--- src/rtl/regwb_arbiter.sv ---
// regwb_arbiter: two-source (ALU, LSU) register-file writeback arbiter.
// Round-robin arbitration on contention, one registered write stage,
// x0 write suppression, and pending/bypass detection for two read ports.
// Optional feature macro: REGWB_BYPASS_EN -- when defined, rs1_fwd/rs2_fwd
// carry the held write data on a pending match; otherwise they are tied to 0.
module regwb_arbiter #(
  parameter int XLEN = 32,
  parameter int AW   = 5
) (
  input  logic            clk,
  input  logic            rst,
  input  logic            alu_valid,
  input  logic [AW-1:0]   alu_rd,
  input  logic [XLEN-1:0] alu_data,
  output logic            alu_ready,
  input  logic            lsu_valid,
  input  logic [AW-1:0]   lsu_rd,
  input  logic [XLEN-1:0] lsu_data,
  output logic            lsu_ready,
  output logic            wr_en,
  output logic [AW-1:0]   wr_add,
  output logic [XLEN-1:0] wr_data,
  input  logic [AW-1:0]   rs1_add,
  input  logic [AW-1:0]   rs2_add,
  output logic            rs1_pending,
  output logic            rs2_pending,
  output logic [XLEN-1:0] rs1_fwd,
  output logic [XLEN-1:0] rs2_fwd
);

  // Grant encoding for last_grant_r: 0 = ALU won last, 1 = LSU won last.
  localparam logic GRANT_ALU = 1'b0;
  localparam logic GRANT_LSU = 1'b1;

  logic            last_grant_r;
  logic            wr_en_r;
  logic [AW-1:0]   wr_add_r;
  logic [XLEN-1:0] wr_data_r;

  logic            alu_gnt_s;
  logic            lsu_gnt_s;
  logic            xfer_s;
  logic [AW-1:0]   sel_rd_s;
  logic [XLEN-1:0] sel_data_s;

  // Arbitration: single requester wins outright; on contention the source
  // that did not win last time is granted. Nothing is granted in reset.
  always_comb begin
    alu_gnt_s = 1'b0;
    lsu_gnt_s = 1'b0;
    if (!rst) begin
      alu_gnt_s = 1'b0;
      lsu_gnt_s = 1'b0;
    end else if (alu_valid && lsu_valid) begin
      if (last_grant_r == GRANT_LSU) begin
        alu_gnt_s = 1'b1;
      end else begin
        lsu_gnt_s = 1'b1;
      end
    end else if (alu_valid) begin
      alu_gnt_s = 1'b1;
    end else if (lsu_valid) begin
      lsu_gnt_s = 1'b1;
    end else begin
      alu_gnt_s = 1'b0;
      lsu_gnt_s = 1'b0;
    end
  end

  // Select the winning request's destination and data.
  always_comb begin
    sel_rd_s   = '0;
    sel_data_s = '0;
    if (lsu_gnt_s) begin
      sel_rd_s   = lsu_rd;
      sel_data_s = lsu_data;
    end else begin
      sel_rd_s   = alu_rd;
      sel_data_s = alu_data;
    end
  end

  assign xfer_s    = alu_gnt_s | lsu_gnt_s;
  assign alu_ready = alu_gnt_s;
  assign lsu_ready = lsu_gnt_s;

  // Round-robin history: remember which source won the most recent transfer.
  always_ff @(posedge clk or negedge rst) begin
    if (!rst) begin
      last_grant_r <= GRANT_LSU;
    end else if (xfer_s) begin
      last_grant_r <= lsu_gnt_s ? GRANT_LSU : GRANT_ALU;
    end else begin
      last_grant_r <= last_grant_r;
    end
  end

  // Output stage: one-cycle write pulse per accepted request; x0 writes are
  // accepted but never raise wr_en. Address/data hold when idle.
  always_ff @(posedge clk or negedge rst) begin
    if (!rst) begin
      wr_en_r   <= 1'b0;
      wr_add_r  <= '0;
      wr_data_r <= '0;
    end else if (xfer_s) begin
      wr_en_r   <= (sel_rd_s != '0);
      wr_add_r  <= sel_rd_s;
      wr_data_r <= sel_data_s;
    end else begin
      wr_en_r   <= 1'b0;
      wr_add_r  <= wr_add_r;
      wr_data_r <= wr_data_r;
    end
  end

  assign wr_en   = wr_en_r;
  assign wr_add  = wr_add_r;
  assign wr_data = wr_data_r;

  // A read is pending when it targets the register being written this cycle.
  always_comb begin
    rs1_pending = wr_en_r && (wr_add_r == rs1_add) && (rs1_add != '0);
    rs2_pending = wr_en_r && (wr_add_r == rs2_add) && (rs2_add != '0);
  end

`ifdef REGWB_BYPASS_EN
  // Bypass the in-flight write data to a matching read port.
  always_comb begin
    rs1_fwd = '0;
    rs2_fwd = '0;
    if (rs1_pending) begin
      rs1_fwd = wr_data_r;
    end else begin
      rs1_fwd = '0;
    end
    if (rs2_pending) begin
      rs2_fwd = wr_data_r;
    end else begin
      rs2_fwd = '0;
    end
  end
`else
  // Bypass disabled: forwarding outputs are constant zero.
  always_comb begin
    rs1_fwd = '0;
    rs2_fwd = '0;
  end
`endif

endmodule

--- config.mk ---
export PLATFORM = sky130hd
export DESIGN_NAME = regwb_arbiter
export DESIGN_NICKNAME = d
export VERILOG_FILES = /design/src/rtl/regwb_arbiter.sv
export SDC_FILE = /design/constraint.sdc
export NUM_CORES = 1
export LEC_CHECK = 0
export ABC_AREA = 1
export BUFFER_PORTS_ARGS = -buffer_cell sky130_fd_sc_hd__buf_2
export CAP_MARGIN = 5
export CELL_PAD_IN_SITES_DETAIL_PLACEMENT = 2
export CELL_PAD_IN_SITES_GLOBAL_PLACEMENT = 2
export CORE_MARGIN = 2
export CORE_UTILIZATION = 19
export CTS_CLUSTER_SIZE = 25
export DETAILED_ROUTE_END_ITERATION = 8
export HOLD_SLACK_MARGIN = 0.02
export PLACE_DENSITY = 0.9
export SLEW_MARGIN = 30
export SYNTH_ARGS = -nofsm -noshare
export SYNTH_HDL_FRONTEND = slang
export SYNTH_SLANG_ARGS = --single-unit
--- constraint.sdc ---
create_clock -name clk -period 1.5 [get_ports clk]
set_clock_uncertainty 0.1 [all_clocks]
set_input_delay 0.3 -clock clk [delete_from_list [all_inputs] [get_ports clk]]
set_output_delay 0.3 -clock clk [all_outputs]
set_load 0.01 [all_outputs]
# After elaboration in Yosys (flattened, before gate mapping)
# Cells that the tools add are included.
op_classes:
  order_cmp: 0
  shift: 0
  mul: 0
  n_addsub: 0
  n_reduce_logical: 8
  n_div: 0
  eq_ne: 2
  bitwise: 1
  muxes: 13
ops:
  columns: ["operator", "n"]
  rows:
  - ["2-to-1 mux 32 bit", 1]
  - ["nonzero test 5 bit", 3]
  - ["2-to-1 mux 1 bit", 11]
  - ["== test 5 bit", 2]
  - ["logical AND 1 bit", 5]
  - ["2-to-1 mux 5 bit", 1]
  - ["bitwise OR 1 bit", 1]
word_totals:
  elab_cells: 28
  n_memories: 0
  regBits: 39
  latch_bits: 0
  out_inout_bits: 106
  rom_bits: 0
  inputBits: 88
  ram_bits: 0

# Longest topological paths before layout
depth:
  depth_word: 7
  ltp_mapped: 9
  depth_no_buf: 8

# Worst setup path before layout
# OpenSTA, ideal clock, no wires.
synth_path:
  kind: "register to output"
  startpoint: "reg wr_add_r[1] (netlist: wr_add[1])"
  endpoint: "out rs2_pending"
  required_ns: 1.100
  arrival_time_ns: 1.125
  path_stages_with_launch: 5
  slack_ns: -0.025
  path_buffers: 0
  cell_sequence: "dfrtp_1 > or2_2 > a21oi_1 > nand4_1 > nor2_1"
synth_between:
  elab_chain_cells: 3
synth_rtl:
  columns: ["item", "line_no", "text"]
  rows:
  - ["start, declared", "37", "logic [AW-1:0] wr_add_r;"]
  - ["start signal, assigned", "107", "wr_add_r <= sel_rd_s;"]
  - ["start signal, assigned", "111", "wr_add_r <= wr_add_r;"]
  - ["== test 5 bit", "123", "rs2_pending = wr_en_r && (wr_add_r == rs2_add) && (rs2_add != '0);"]
  - ["logical AND 1 bit (2 in series)", "123", null]
  - ["end, declared", "26", "output logic rs2_pending,"]
# Every way passes these cells.

# Final worst setup path
layout_path:
  startpoint: "reg wr_add_r[1] (netlist: wr_add[1])"
  endpoint: "out rs1_pending"
layout_between:
  elab_chain_cells: 3
layout_rtl:
  columns: ["item", "line_no", "text"]
  rows:
  - ["== test 5 bit", "122", "rs1_pending = wr_en_r && (wr_add_r == rs1_add) && (rs1_add != '0);"]
  - ["logical AND 1 bit (2 in series)", "122", null]
  - ["end, declared", "25", "output logic rs1_pending,"]
# Every way passes these cells.

==> run_results.csv <==
group,metric,value,unit
synthesis,syn_inst,326,
clock_tree,clk_pin_slew,0.06,ns
grt,grt-ovfl-total,0,
timing,fin_crit_sh,118.3,%
drt,routedWlPerCell,14.35,µm
power_and_ir_drop,power_frac_comb,28.9,%
floorplan,ioPinCount,194,
floorplan,start_util,19.60,%
cells_and_area,final_common_cell,"buf_2",
clock_tree,cts-root-buf,"clkbuf_16",
worst_setup_path,crit_start,"wr_add[1]$_DFFE_PN0P_",
worst_setup_path,endpoint_kind,"primary output",
synthesis,synthMuxAreaShare,0,%
synthesis,synth_adder_area_share,0,%
drt,first_pass_iters,5,
worst_setup_path,crit_end,"rs1_pending",
placed_design,portBuffers,129,
floorplan,dieArea,14060,µm²
drt,via_per_inst,3.917,
timing,hold_violations,0,
drt,first_iter_violations,48,
grt,first_global_vias,2682,
synthesis,postSynthAreaPerCell,7.649,µm²
grt,grt_antenna_before_repair,2,
grt,grt_max_degree,40,
power_and_ir_drop,seqPwrFrac,36.2,%
timing,drv_slew,0,
cells_and_area,post-route-util,27.78,%
placed_design,dp_cells,622,
power_and_ir_drop,power.switching,0.001142,W
cells_and_area,final_nets,554,
floorplan,die_y,118.6,µm
drt,ant_nets,0,
synthesis,synth_top_family_by_area,"buffers and inverters",
timing,fin_crit,1.775,ns
worst_setup_path,worstSetupStartpointType,"flip-flop",
worst_setup_path,slowest_stage,"dfrtp_2",
synthesis,ys_warn_count,0,
placed_design,dp_hpwl,7.214,mm
synthesis,yosys.area_share.simple,21.63,%
synthesis,yosysTopAreaCell,"dfrtp_1",
power_and_ir_drop,p_leak,1.848,nW
worst_setup_path,critical_path.cell_chain,"buf_4 -> xnor2_2 -> o211ai_1 -> nor3_2 -> buf_2",
grt,grt_pass1_wl,13.86,mm
worst_setup_path,r2r_cells,8,
power_and_ir_drop,power.internal,0.002474,W
clock_tree,h-tree-depth,2,
cells_and_area,areaGrowthSynthToFinish,41.75,%
timing,rsz0062_at_grt,"true",
timing,slew_headroom,65.39,%
clock_tree,clk_latency,0.28,ns
power_and_ir_drop,finalPower,0.003616,W
clock_tree,cts_hold_buffers,0,
run,drv_cap,0,
run_status,violations,"setup timing",
cells_and_area,drive_gt1_share,39.61,%
synthesis,ys_ff_latch,39,
timing,worstMarginPinSlew,0.5192,ns
floorplan,die_x,118.6,µm
worst_setup_path,path_max_fanout,5,
synthesis,synth_compound_area_share,11.94,%
worst_setup_path,cpPeakStageDelay,0.40,ns
grt,grt_usage,12.34,%
drt,vias,2511,
min_path,hold_class,"in -> async",
power_and_ir_drop,power.density,1023,nW/µm²
timing,setup_violations,4,
power_and_ir_drop,clock_power_share,34.9,%
worst_setup_path,cp_data_required_time,1.10,ns
power_and_ir_drop,vdd_drop_max,0.0004918,V
synthesis,synth_top_area_share,38.13,%
timing,clock.fmax,563.3,MHz
drt,drcViolationCount,0,
synthesis,syn-cell-area,2494,µm²
clock_tree,numCtsBuffers,5,
synthesis,synth.area.top_cells,"dfrtp_1 (38%), buf_4 (21%), nand2_1 (13%)",
clock_tree,cts_num_sinks,39,
cells_and_area,fill_cells,1539,
timing,setup_ws,-0.2751,ns
drt,drt-total-wl,9.196,mm
worst_setup_path,rr_startpoint,"last_grant_r$_DFFE_PN1P_",
floorplan,core_area,12720,µm²
clock_tree,clockBufferDepth,2,
floorplan,rows,41,
worst_setup_path,r2r_slack,0.02,ns
worst_setup_path,crit_type,"reg -> out",
synthesis,synth_seq_area_share,39.19,%
worst_setup_path,regToRegEndpoint,"wr_en$_DFF_PN0_",
worst_setup_path,cp.arrival,1.38,ns
placed_design,place_congestion,0.7909,
clock_tree,cts_tree,"done",
cells_and_area,finalNonFillerCells,641,
synthesis,synthDistinctLibCells,27,
cells_and_area,layout_common_cells,"buf_2 (128), nand2_1 (78), conb_1 (64)",
run_status,status,"finished with violations",
power_and_ir_drop,swShare,31.59,%
synthesis,synth_xor_area_share,1.054,%
==> what timing repair did <==
action,in CTS,in global routing
resized for setup,17,18
setup buffers,5,3
gates cloned,0,1
setup endpoints to repair,6,27
pin swaps,9,14
==> critical path, delay by kind of cell, from the launching register on <==
family | cells | cell delay, ns
compound gates | 1 | 0.11
xor+xnor | 1 | 0.13
flops | 1 | 0.40
buf+inv | 2 | 0.31
simple gates | 1 | 0.15
==> final cells by class <==
| cell class | instances | area, µm² | share of cell area, % |
|---|---|---|---|
| multi-input cells | 253 | 1185 | 33.52 |
| flip-flops and latches | 39 | 979.7 | 27.72 |
| repair buffers | 149 | 900.9 | 25.49 |
| well taps | 172 | 215.2 | 6.088 |
| clock buffers | 6 | 138.9 | 3.929 |
| inverters | 18 | 75.07 | 2.124 |
| clock inverters | 2 | 35.03 | 0.9912 |
| diodes | 2 | 5.005 | 0.1416 |
==> registers in the layout, indices dropped and copies added (netlist names) <==
name and flops:
wr_data 32, wr_add 5, last_grant_r 1, wr_en 1
==> metrics by stage <==
stage	TNS (ns)	worst slack (ns)	hold slack, ns	cell area [µm²]
floorplan	0	0.01147	-0.09559	2734
global placement	-0.06836	-0.06836	0.3383	3148
detailed placement	-0.1448	-0.1061	0.3417	3148
CTS	-0.7668	-0.3324	0.03645	3411
global route	-0.9672	-0.3597	0.06967	3530
finish	-0.6614	-0.2751	0.01769	3535
==> cell usage after synthesis, drive strengths merged <==
master and instances:
a21oi 3, a31oi 33, buf 78, clkbuf 1
conb 1, dfrtp 38, dfstp 1, inv 18
nand2 89, nand3 4, nand3b 1, nand4 1
nor2 40, nor3 1, o211ai 1, o21ai 11
o22ai 1, or2 1, xnor2 2, xor2 1
==> how the worst min path moves through the flow <==
stage | start | endpoint | slack, ns
3_5_place_dp | rst | wr_data[10]$_DFFE_PN0P_ | 0.34
6_report | rst | wr_data[10]$_DFFE_PN0P_ | 0.02
2_1_floorplan | rst | wr_add[0]$_DFFE_PN0P_ | -0.1
3_3_place_gp | rst | wr_data[10]$_DFFE_PN0P_ | 0.34
5_1_grt | rst | wr_data[10]$_DFFE_PN0P_ | 0.07
4_1_cts | rst | wr_data[10]$_DFFE_PN0P_ | 0.04
==> power by group through the flow <==
stage / combinational [W] / sequential (W) / clock [W]
3_5_place_dp: 0.000959 / 0.00133 / 0
3_3_place_gp: 0.000919 / 0.00132 / 0
6_report: 0.00104 / 0.00131 / 0.00126
2_1_floorplan: 0.000540 / 0.00139 / 0
5_1_grt: 0.00116 / 0.00133 / 0.00135
4_1_cts: 0.000999 / 0.00131 / 0.00132
==> kinds of logic after synthesis <==
family	count (synthesis)
AND/OR/NAND/NOR	137
buffers and inverters	97
AO/OA/AOI/OAI	49
XOR/XNOR	3
other	1
flip-flops	39
==> per-layer routing <==
layer  GRT usage, %  vias to the layer above  wire [µm]
met1          13.17                     1192       3496
li1               -                     1196          -
met5              0                        -          0
met3          3.861                        8        692
met4          2.604                        0         95
met2          23.56                      115       4913
(Power assumes the default switching activity.)
